==> src/rtl/reg_scoreboard_pkg.sv <==
// Purpose: shared constants, index type and writeback-match popcount for the register scoreboard.
// Latency: n/a (types and pure functions only).
// Backpressure: n/a.
package sb_pkg;

  localparam int NUM_REGS_DEF  = 32;
  localparam int REG_IDX_W_DEF = 5;
  localparam int ZERO_REG      = 0;
  // Upper bound on writeback ports handled by the match popcount.
  localparam int MAX_WB        = 8;

  typedef logic [REG_IDX_W_DEF-1:0] reg_idx_t;

  // Number of writeback ports hitting one register this cycle.
  // Duplicate ports on the same register count separately.
  function automatic int unsigned wb_match_count(input logic [MAX_WB-1:0] hits);
    int unsigned n;
    n = 0;
    for (int j = 0; j < MAX_WB; j++) begin
      if (hits[j]) n++;
    end
    return n;
  endfunction

endpackage

==> src/rtl/reg_scoreboard_if.sv <==
// Purpose: issue, writeback, flush and status bundle between the pipeline and the scoreboard.
// Latency: n/a (wires only).
// Backpressure: issue_stall holds decode; writeback and flush are never backpressured.
// master = pipeline side (decode/issue + writeback), slave = scoreboard.
interface reg_scoreboard_if
  import sb_pkg::*;
#(
  parameter int NUM_REGS  = NUM_REGS_DEF,
  parameter int REG_IDX_W = REG_IDX_W_DEF,
  parameter int NUM_SRC   = 2,
  parameter int NUM_WB    = 2
);
  logic                           issue_valid;
  logic [NUM_SRC*REG_IDX_W-1:0]   issue_rs;
  logic [NUM_SRC-1:0]             issue_rs_used;
  logic                           issue_rd_valid;
  logic [REG_IDX_W-1:0]           issue_rd;
  logic                           issue_stall;
  logic [NUM_WB-1:0]              wb_valid;
  logic [NUM_WB*REG_IDX_W-1:0]    wb_rd;
  logic                           flush;
  logic [NUM_REGS-1:0]            busy_vec;
  logic                           any_pending;
  logic                           err_underflow;
  logic [31:0]                    stall_count;

  modport master (
    output issue_valid, issue_rs, issue_rs_used, issue_rd_valid, issue_rd,
    output wb_valid, wb_rd, flush,
    input  issue_stall, busy_vec, any_pending, err_underflow, stall_count
  );

  modport slave (
    input  issue_valid, issue_rs, issue_rs_used, issue_rd_valid, issue_rd,
    input  wb_valid, wb_rd, flush,
    output issue_stall, busy_vec, any_pending, err_underflow, stall_count
  );
endinterface

==> src/rtl/reg_scoreboard_entry.sv <==
// Purpose: outstanding-write counter for one architectural register.
// Latency: count updates one cycle after inc/dec; underflow is a same-cycle pulse.
// Backpressure: none; full tells the issue stage to stop adding writes.
// Ports: clk/reset, flush, inc (issue to this reg), dec (wb hits this cycle),
//        count, busy (count!=0), full (count at max), underflow (dec > count+inc).
module sb_entry #(
  parameter int CNT_W = 2,
  parameter int DEC_W = 2
) (
  input  logic             clk,
  input  logic             reset,
  input  logic             flush,
  input  logic             inc,
  input  logic [DEC_W-1:0] dec,
  output logic [CNT_W-1:0] count,
  output logic             busy,
  output logic             full,
  output logic             underflow
);
  // One extra bit so count+inc and dec compare without wrap.
  localparam int SUM_W = ((CNT_W > DEC_W) ? CNT_W : DEC_W) + 1;

  logic [SUM_W-1:0] sum;
  logic [SUM_W-1:0] dec_x;

  always_comb begin
    sum       = SUM_W'(count) + SUM_W'(inc);
    dec_x     = SUM_W'(dec);
    underflow = (dec_x > sum);
  end

  always_ff @(posedge clk) begin
    if (reset) begin
      count <= '0;
    end else if (flush) begin
      count <= '0;
    end else if (underflow) begin
      count <= '0;  // clamp rather than wrap on a spurious writeback
    end else begin
      count <= CNT_W'(sum - dec_x);
    end
  end

  assign busy = |count;
  assign full = &count;
endmodule

==> src/rtl/reg_scoreboard.sv <==
// Purpose: RAW/WAW hazard scoreboard with per-register outstanding-write counters.
// Latency: issue_stall is combinational; busy_vec/err_underflow/stall_count update one cycle later.
// Backpressure: issue_stall holds decode on a source hazard or a full destination counter.
// Ports: clk, reset (sync, active-high), sb (slave side of reg_scoreboard_if).
module reg_scoreboard
  import sb_pkg::*;
#(
  parameter int NUM_REGS  = NUM_REGS_DEF,
  parameter int REG_IDX_W = REG_IDX_W_DEF,
  parameter int NUM_SRC   = 2,
  parameter int NUM_WB    = 2,
  parameter int CNT_W     = 2,
  parameter int BYPASS    = 1
) (
  input  logic             clk,
  input  logic             reset,
  reg_scoreboard_if.slave  sb
);
  localparam int DEC_W = $clog2(NUM_WB + 1);

  logic [CNT_W-1:0]    cnt [NUM_REGS];
  logic [NUM_REGS-1:0] busy_v;
  logic [NUM_REGS-1:0] full_v;
  logic [NUM_REGS-1:0] uflow_v;
  logic [NUM_REGS-1:0] wb_hit;
  logic                stall;
  logic                fire;
  logic                src_haz;
  logic                waw;
  logic                err_q;
  logic [31:0]         stall_cnt_q;

  // x0 is hard-wired idle.
  assign cnt[ZERO_REG]     = '0;
  assign busy_v[ZERO_REG]  = 1'b0;
  assign full_v[ZERO_REG]  = 1'b0;
  assign uflow_v[ZERO_REG] = 1'b0;
  assign wb_hit[ZERO_REG]  = 1'b0;

  for (genvar r = 1; r < NUM_REGS; r++) begin : g_ent
    logic [MAX_WB-1:0] hits;
    logic              inc;

    always_comb begin
      hits = '0;
      for (int j = 0; j < NUM_WB; j++) begin
        hits[j] = sb.wb_valid[j] && (sb.wb_rd[j*REG_IDX_W +: REG_IDX_W] == REG_IDX_W'(r));
      end
    end

    assign wb_hit[r] = |hits;
    assign inc       = fire && sb.issue_rd_valid && (sb.issue_rd == REG_IDX_W'(r));

    sb_entry #(.CNT_W(CNT_W), .DEC_W(DEC_W)) u_entry (
      .clk       (clk),
      .reset     (reset),
      .flush     (sb.flush),
      .inc       (inc),
      .dec       (DEC_W'(wb_match_count(hits))),
      .count     (cnt[r]),
      .busy      (busy_v[r]),
      .full      (full_v[r]),
      .underflow (uflow_v[r])
    );
  end

  // Sources are checked against pre-update counters, so an instruction
  // reading its own rd does not stall on itself.
  always_comb begin
    logic [REG_IDX_W-1:0] rs;
    src_haz = 1'b0;
    rs      = '0;
    for (int i = 0; i < NUM_SRC; i++) begin
      rs = sb.issue_rs[i*REG_IDX_W +: REG_IDX_W];
      if (sb.issue_rs_used[i] && (rs != '0) && (cnt[rs] != '0) &&
          !((BYPASS != 0) && (cnt[rs] == CNT_W'(1)) && wb_hit[rs])) begin
        src_haz = 1'b1;
      end
    end
    waw   = sb.issue_rd_valid && (sb.issue_rd != '0) && full_v[sb.issue_rd];
    stall = sb.issue_valid && (src_haz || waw) && !sb.flush;
  end

  assign fire = sb.issue_valid && !stall && !sb.flush;

  always_ff @(posedge clk) begin
    if (reset) begin
      err_q       <= 1'b0;
      stall_cnt_q <= '0;
    end else begin
      if (!sb.flush && (|uflow_v)) err_q <= 1'b1;
      if (stall && (stall_cnt_q != '1)) stall_cnt_q <= stall_cnt_q + 32'd1;
    end
  end

  assign sb.issue_stall   = stall;
  assign sb.busy_vec      = busy_v;
  assign sb.any_pending   = |busy_v;
  assign sb.err_underflow = err_q;
  assign sb.stall_count   = stall_cnt_q;
endmodule

==> src/flat_wrapper.sv <==
// flat-port wrapper written by rule: the top's interface ports become plain ports
module reg_scoreboard_flat import sb_pkg::*;
#(
  parameter int NUM_REGS  = NUM_REGS_DEF,
  parameter int REG_IDX_W = REG_IDX_W_DEF,
  parameter int NUM_SRC   = 2,
  parameter int NUM_WB    = 2,
  parameter int CNT_W     = 2,
  parameter int BYPASS    = 1
)
  (clk, reset, sb_issue_valid, sb_issue_rs, sb_issue_rs_used, sb_issue_rd_valid, sb_issue_rd, sb_wb_valid, sb_wb_rd, sb_flush, sb_issue_stall, sb_busy_vec, sb_any_pending, sb_err_underflow, sb_stall_count);
  reg_scoreboard_if #(.NUM_REGS(NUM_REGS), .REG_IDX_W(REG_IDX_W), .NUM_SRC(NUM_SRC), .NUM_WB(NUM_WB)) sb_i ();
  input  logic clk;
  input  logic reset;
  input wire logic [$bits(sb_i.issue_valid)-1:0] sb_issue_valid;
  input wire logic [$bits(sb_i.issue_rs)-1:0] sb_issue_rs;
  input wire logic [$bits(sb_i.issue_rs_used)-1:0] sb_issue_rs_used;
  input wire logic [$bits(sb_i.issue_rd_valid)-1:0] sb_issue_rd_valid;
  input wire logic [$bits(sb_i.issue_rd)-1:0] sb_issue_rd;
  input wire logic [$bits(sb_i.wb_valid)-1:0] sb_wb_valid;
  input wire logic [$bits(sb_i.wb_rd)-1:0] sb_wb_rd;
  input wire logic [$bits(sb_i.flush)-1:0] sb_flush;
  output wire logic [$bits(sb_i.issue_stall)-1:0] sb_issue_stall;
  output wire logic [$bits(sb_i.busy_vec)-1:0] sb_busy_vec;
  output wire logic [$bits(sb_i.any_pending)-1:0] sb_any_pending;
  output wire logic [$bits(sb_i.err_underflow)-1:0] sb_err_underflow;
  output wire logic [$bits(sb_i.stall_count)-1:0] sb_stall_count;
  assign sb_i.issue_valid = sb_issue_valid;
  assign sb_i.issue_rs = sb_issue_rs;
  assign sb_i.issue_rs_used = sb_issue_rs_used;
  assign sb_i.issue_rd_valid = sb_issue_rd_valid;
  assign sb_i.issue_rd = sb_issue_rd;
  assign sb_i.wb_valid = sb_wb_valid;
  assign sb_i.wb_rd = sb_wb_rd;
  assign sb_i.flush = sb_flush;
  assign sb_issue_stall = sb_i.issue_stall;
  assign sb_busy_vec = sb_i.busy_vec;
  assign sb_any_pending = sb_i.any_pending;
  assign sb_err_underflow = sb_i.err_underflow;
  assign sb_stall_count = sb_i.stall_count;
  reg_scoreboard #(.NUM_REGS(NUM_REGS), .REG_IDX_W(REG_IDX_W), .NUM_SRC(NUM_SRC), .NUM_WB(NUM_WB), .CNT_W(CNT_W), .BYPASS(BYPASS)) u_core (.clk(clk), .reset(reset), .sb(sb_i));
endmodule
==> config.mk <==
export PLATFORM = sky130hd
export DESIGN_NAME = reg_scoreboard_flat
export DESIGN_NICKNAME = d
export VERILOG_FILES = /design/src/rtl/reg_scoreboard_pkg.sv /design/src/rtl/reg_scoreboard_if.sv /design/src/rtl/reg_scoreboard_entry.sv /design/src/rtl/reg_scoreboard.sv /design/src/flat_wrapper.sv
export SDC_FILE = /design/constraint.sdc
export NUM_CORES = 1
export LEC_CHECK = 0
export CAP_MARGIN = 40
export CORE_MARGIN = 3
export CORE_UTILIZATION = 25
export CTS_BUF_LIST = sky130_fd_sc_hd__clkbuf_16
export DETAILED_ROUTE_END_ITERATION = 16
export PLACE_DENSITY_LB_ADDON = 0.3
export REMOVE_ABC_BUFFERS = 1
export SYNTH_ARGS = -nofsm -noshare
export SYNTH_HDL_FRONTEND = slang
export SYNTH_SLANG_ARGS = --single-unit
==> constraint.sdc <==
create_clock -name clk -period 5.7 [get_ports clk]
set_input_delay 0.855 -clock clk [delete_from_list [all_inputs] [get_ports clk]]
set_output_delay 0.855 -clock clk [all_outputs]
set_load 0.1 [all_outputs]
==> metrics <==
status finished, final reports clean; routed len/inst 16.6 µm; Startpoint Class input pin; worst r2r dst u_core.sb.err_underflow; worst path required time 5970 ps; vias per cell 4.67; CTS tree yes; first-pass GRT wire length ~55000 µm; Max VDD drop 0.000108 V; Critical Path Fanout Max 4; worst hold slack ~500 ps; worst slew pin tran 828 ps; cell area after synthesis 9920 µm²; Die Area 42100 µm²; DP HPWL 29900 µm; Initial Util 25.5%; Post-Syn Instances approximately 1300; Synth area leader ha_1; footprint of the multi-input gates 7530 µm²; Final Critical Period around 5500 ps; layout cells sized above 1 just under 30%; placed inst area around 14000 µm²; CTS Hold Buffers Added 0; fill cell count 4006; Overflow after GRT 0; vias 10010; final-report setup violation count 0; fin crit share between 90 and 100%; Clock Pin Slew Worst Setup and Hold Paths 90 ps; GPL Wtd Cong 0.956; ys flop type dfxtp_1; asr flop ratio synth 0%; synth cell count leaders ha_1 (218), inv_1 (161), nor2_1 (142); Ports 101; Routed WL 35700 µm; most used cell, CP buf_4; f_max approximately 0.18 GHz; Hold WC Path Type flip-flop to flip-flop; kind of critical path input pin to flip-flop; FF+latch count, synth between 90 and 100; NumNets Final 1872; Clock Path Buffers 2; IO Port Bufs 99; Design Area, Final between 10000 and 15000 µm²; P&R area growth vs syn 50.6%; Clock Sinks 95; Seq/Total Area, Yosys 19.2%; vias in the first global route around 9900; Layout Skew 17.7 ps; top-count cell post-synth ha_1; Synth cell types 68; top cell type's share of synthesized area 27.5%; clk_lat worst skew 380 ps; worst hold path depth 2; Min-Delay Startpoint u_core.sb.stall_count[15]; Syn Area/Cell 7.70 µm²; Pre-Repair DR Iteration Count 7; Worst path max stage delay 350 ps; flip-flop and latch area between 1500 and 2000 µm²; initial antenna violation count 0; PwrDens 122 nW/µm²; antenna cells 0; Worst Path Arrival 5760 ps; CTS Buf Count 9; max_cap viols 0; Initial DRC Count 563; P_leak 6.82 nW; crit path max-delay cell type nor4_4; CP Capture Type flip-flop; YS warnings 0; Pins Over Slew Limit 0; reg-to-reg critical path startpoint u_core.g_ent[2].u_entry.count[0]; EDFF count, synth 0; # DRC 0; global-route usage over all layers 16.8%; Placeable Area 38900 µm²; R2R depth 24; Final ANT Viol Nets 0; H-tree depth 3; top post-synthesis cells by area ha_1 (27%), dfxtp_1 (19%), inv_1 (6.1%); root buf cell clkbuf_16; Max-slew headroom 44.7%; Core Rows between 70 and 80; Final Hold Fails 0; R2R Setup Slk 1060 ps; largest net degree at the start of global routing 33; Die Span X 205 µm; Worst Hold Endpoint u_core.sb.stall_count[15]; die height around 210 µm
[through the flow]
stage / total power, mW / std cells / setup slack [ps] / utilization [%] / setup TNS [ps]
global route: 1.89 / 2143 / -47.9 / 38.4 / -47.9
detailed placement: 1.13 / 2123 / -1120 / 36.1 / -12170
CTS: 1.82 / 2141 / 3.63 / 37.7 / 0
finish: 1.82 / 2143 / 207 / 38.4 / 0
global placement: 1.10 / 2057 / -1160 / 33.1 / -6600
floorplan: 0.891 / 1217 / 528 / - / 0
[cell type report]
cell class,instances,share of cell area (%)
inverter,161,4.05
clock buffer,9,1.51
tap,518,4.34
multi-input combinational,961,50.4
clock inverter,7,0.628
sequential,95,12.7
timing repair buffer,392,26.4
[critical path: cells and delay by family]
family	cells	cell delay (ps)
AOI/OAI and AO/OA	5	790
adders and majority gates	4	820
buffers and inverters	8	1100
and+or+nand+nor	14	2170
[logic make-up after synthesis]
| kind of cell | after synthesis | share of synthesized area [%] |
|---|---|---|
| AOI/OAI and AO/OA | 181 | 11.1 |
| xor gates and xnor gates | 40 | 3.53 |
| adders and majority gates | 218 | 27.5 |
| buffers and inverters | 232 | 10.6 |
| DFF | 95 | 19.2 |
| muxes | 13 | 2.21 |
| other | 1 | 0.0378 |
| and+or+nand+nor | 508 | 25.9 |
[cells in the final DEF (no fill, tap or decap), types with 26 or more instances in the layout]
cell type and instances:
nand3_1 30, nor2_1 108, nand2_1 99, or2_2 37
nor2b_1 49, buf_4 214, a21oi_1 64, ha_1 212
nor2_2 26, dfxtp_1 95, inv_1 161, xor2_1 36
clkdlybuf4s50_1 86, buf_8 51
[state kept, by name, summed over array words and instances, names as in the netlist]
| name | cells |
|---|---|
| u_core.g_ent.u_entry.count | 62 |
| u_core.sb.err_underflow | 1 |
| u_core.sb.stall_count | 32 |
[power breakdown]
| part | switching [mW] | leakage, nW | total [mW] | internal (mW) |
|---|---|---|---|---|
| logic | 0.278 | 5.90 | 0.483 | 0.204 |
| clock network | 0.345 | 0.154 | 0.663 | 0.318 |
| registers | 0.00855 | 0.766 | 0.678 | 0.669 |
| total | 0.632 | 6.82 | 1.82 | 1.19 |
[metal layers]
layer	GRT usage [%]	up-vias	routed length, µm
met5	0	-	0
met4	5.05	0	903
met3	1.98	52	1570
met2	28.4	255	16800
met1	22.5	4746	16300
li1	-	4957	-
[repair_timing]
action	in CTS	in global routing
pin swaps	24	24
setup buffers	3	2
setup endpoints to repair	1	25
resized for setup	102	92
[worst max path at each step]
stage / startpoint / endpoint / slack [ps] / cells after the start
2_1_floorplan: sb_wb_rd[9] / u_core.sb.err_underflow / 530 / 24
3_5_place_dp: sb_wb_valid[0] / u_core.sb.err_underflow / -1120 / 30
3_3_place_gp: sb_wb_rd[0] / u_core.sb.err_underflow / -1160 / 26
5_1_grt: sb_wb_rd[9] / u_core.sb.err_underflow / -50 / 30
6_report: sb_wb_rd[9] / u_core.sb.err_underflow / 210 / 31
4_1_cts: sb_wb_rd[8] / u_core.sb.err_underflow / 4 / 31
(Power assumes the default switching activity.)
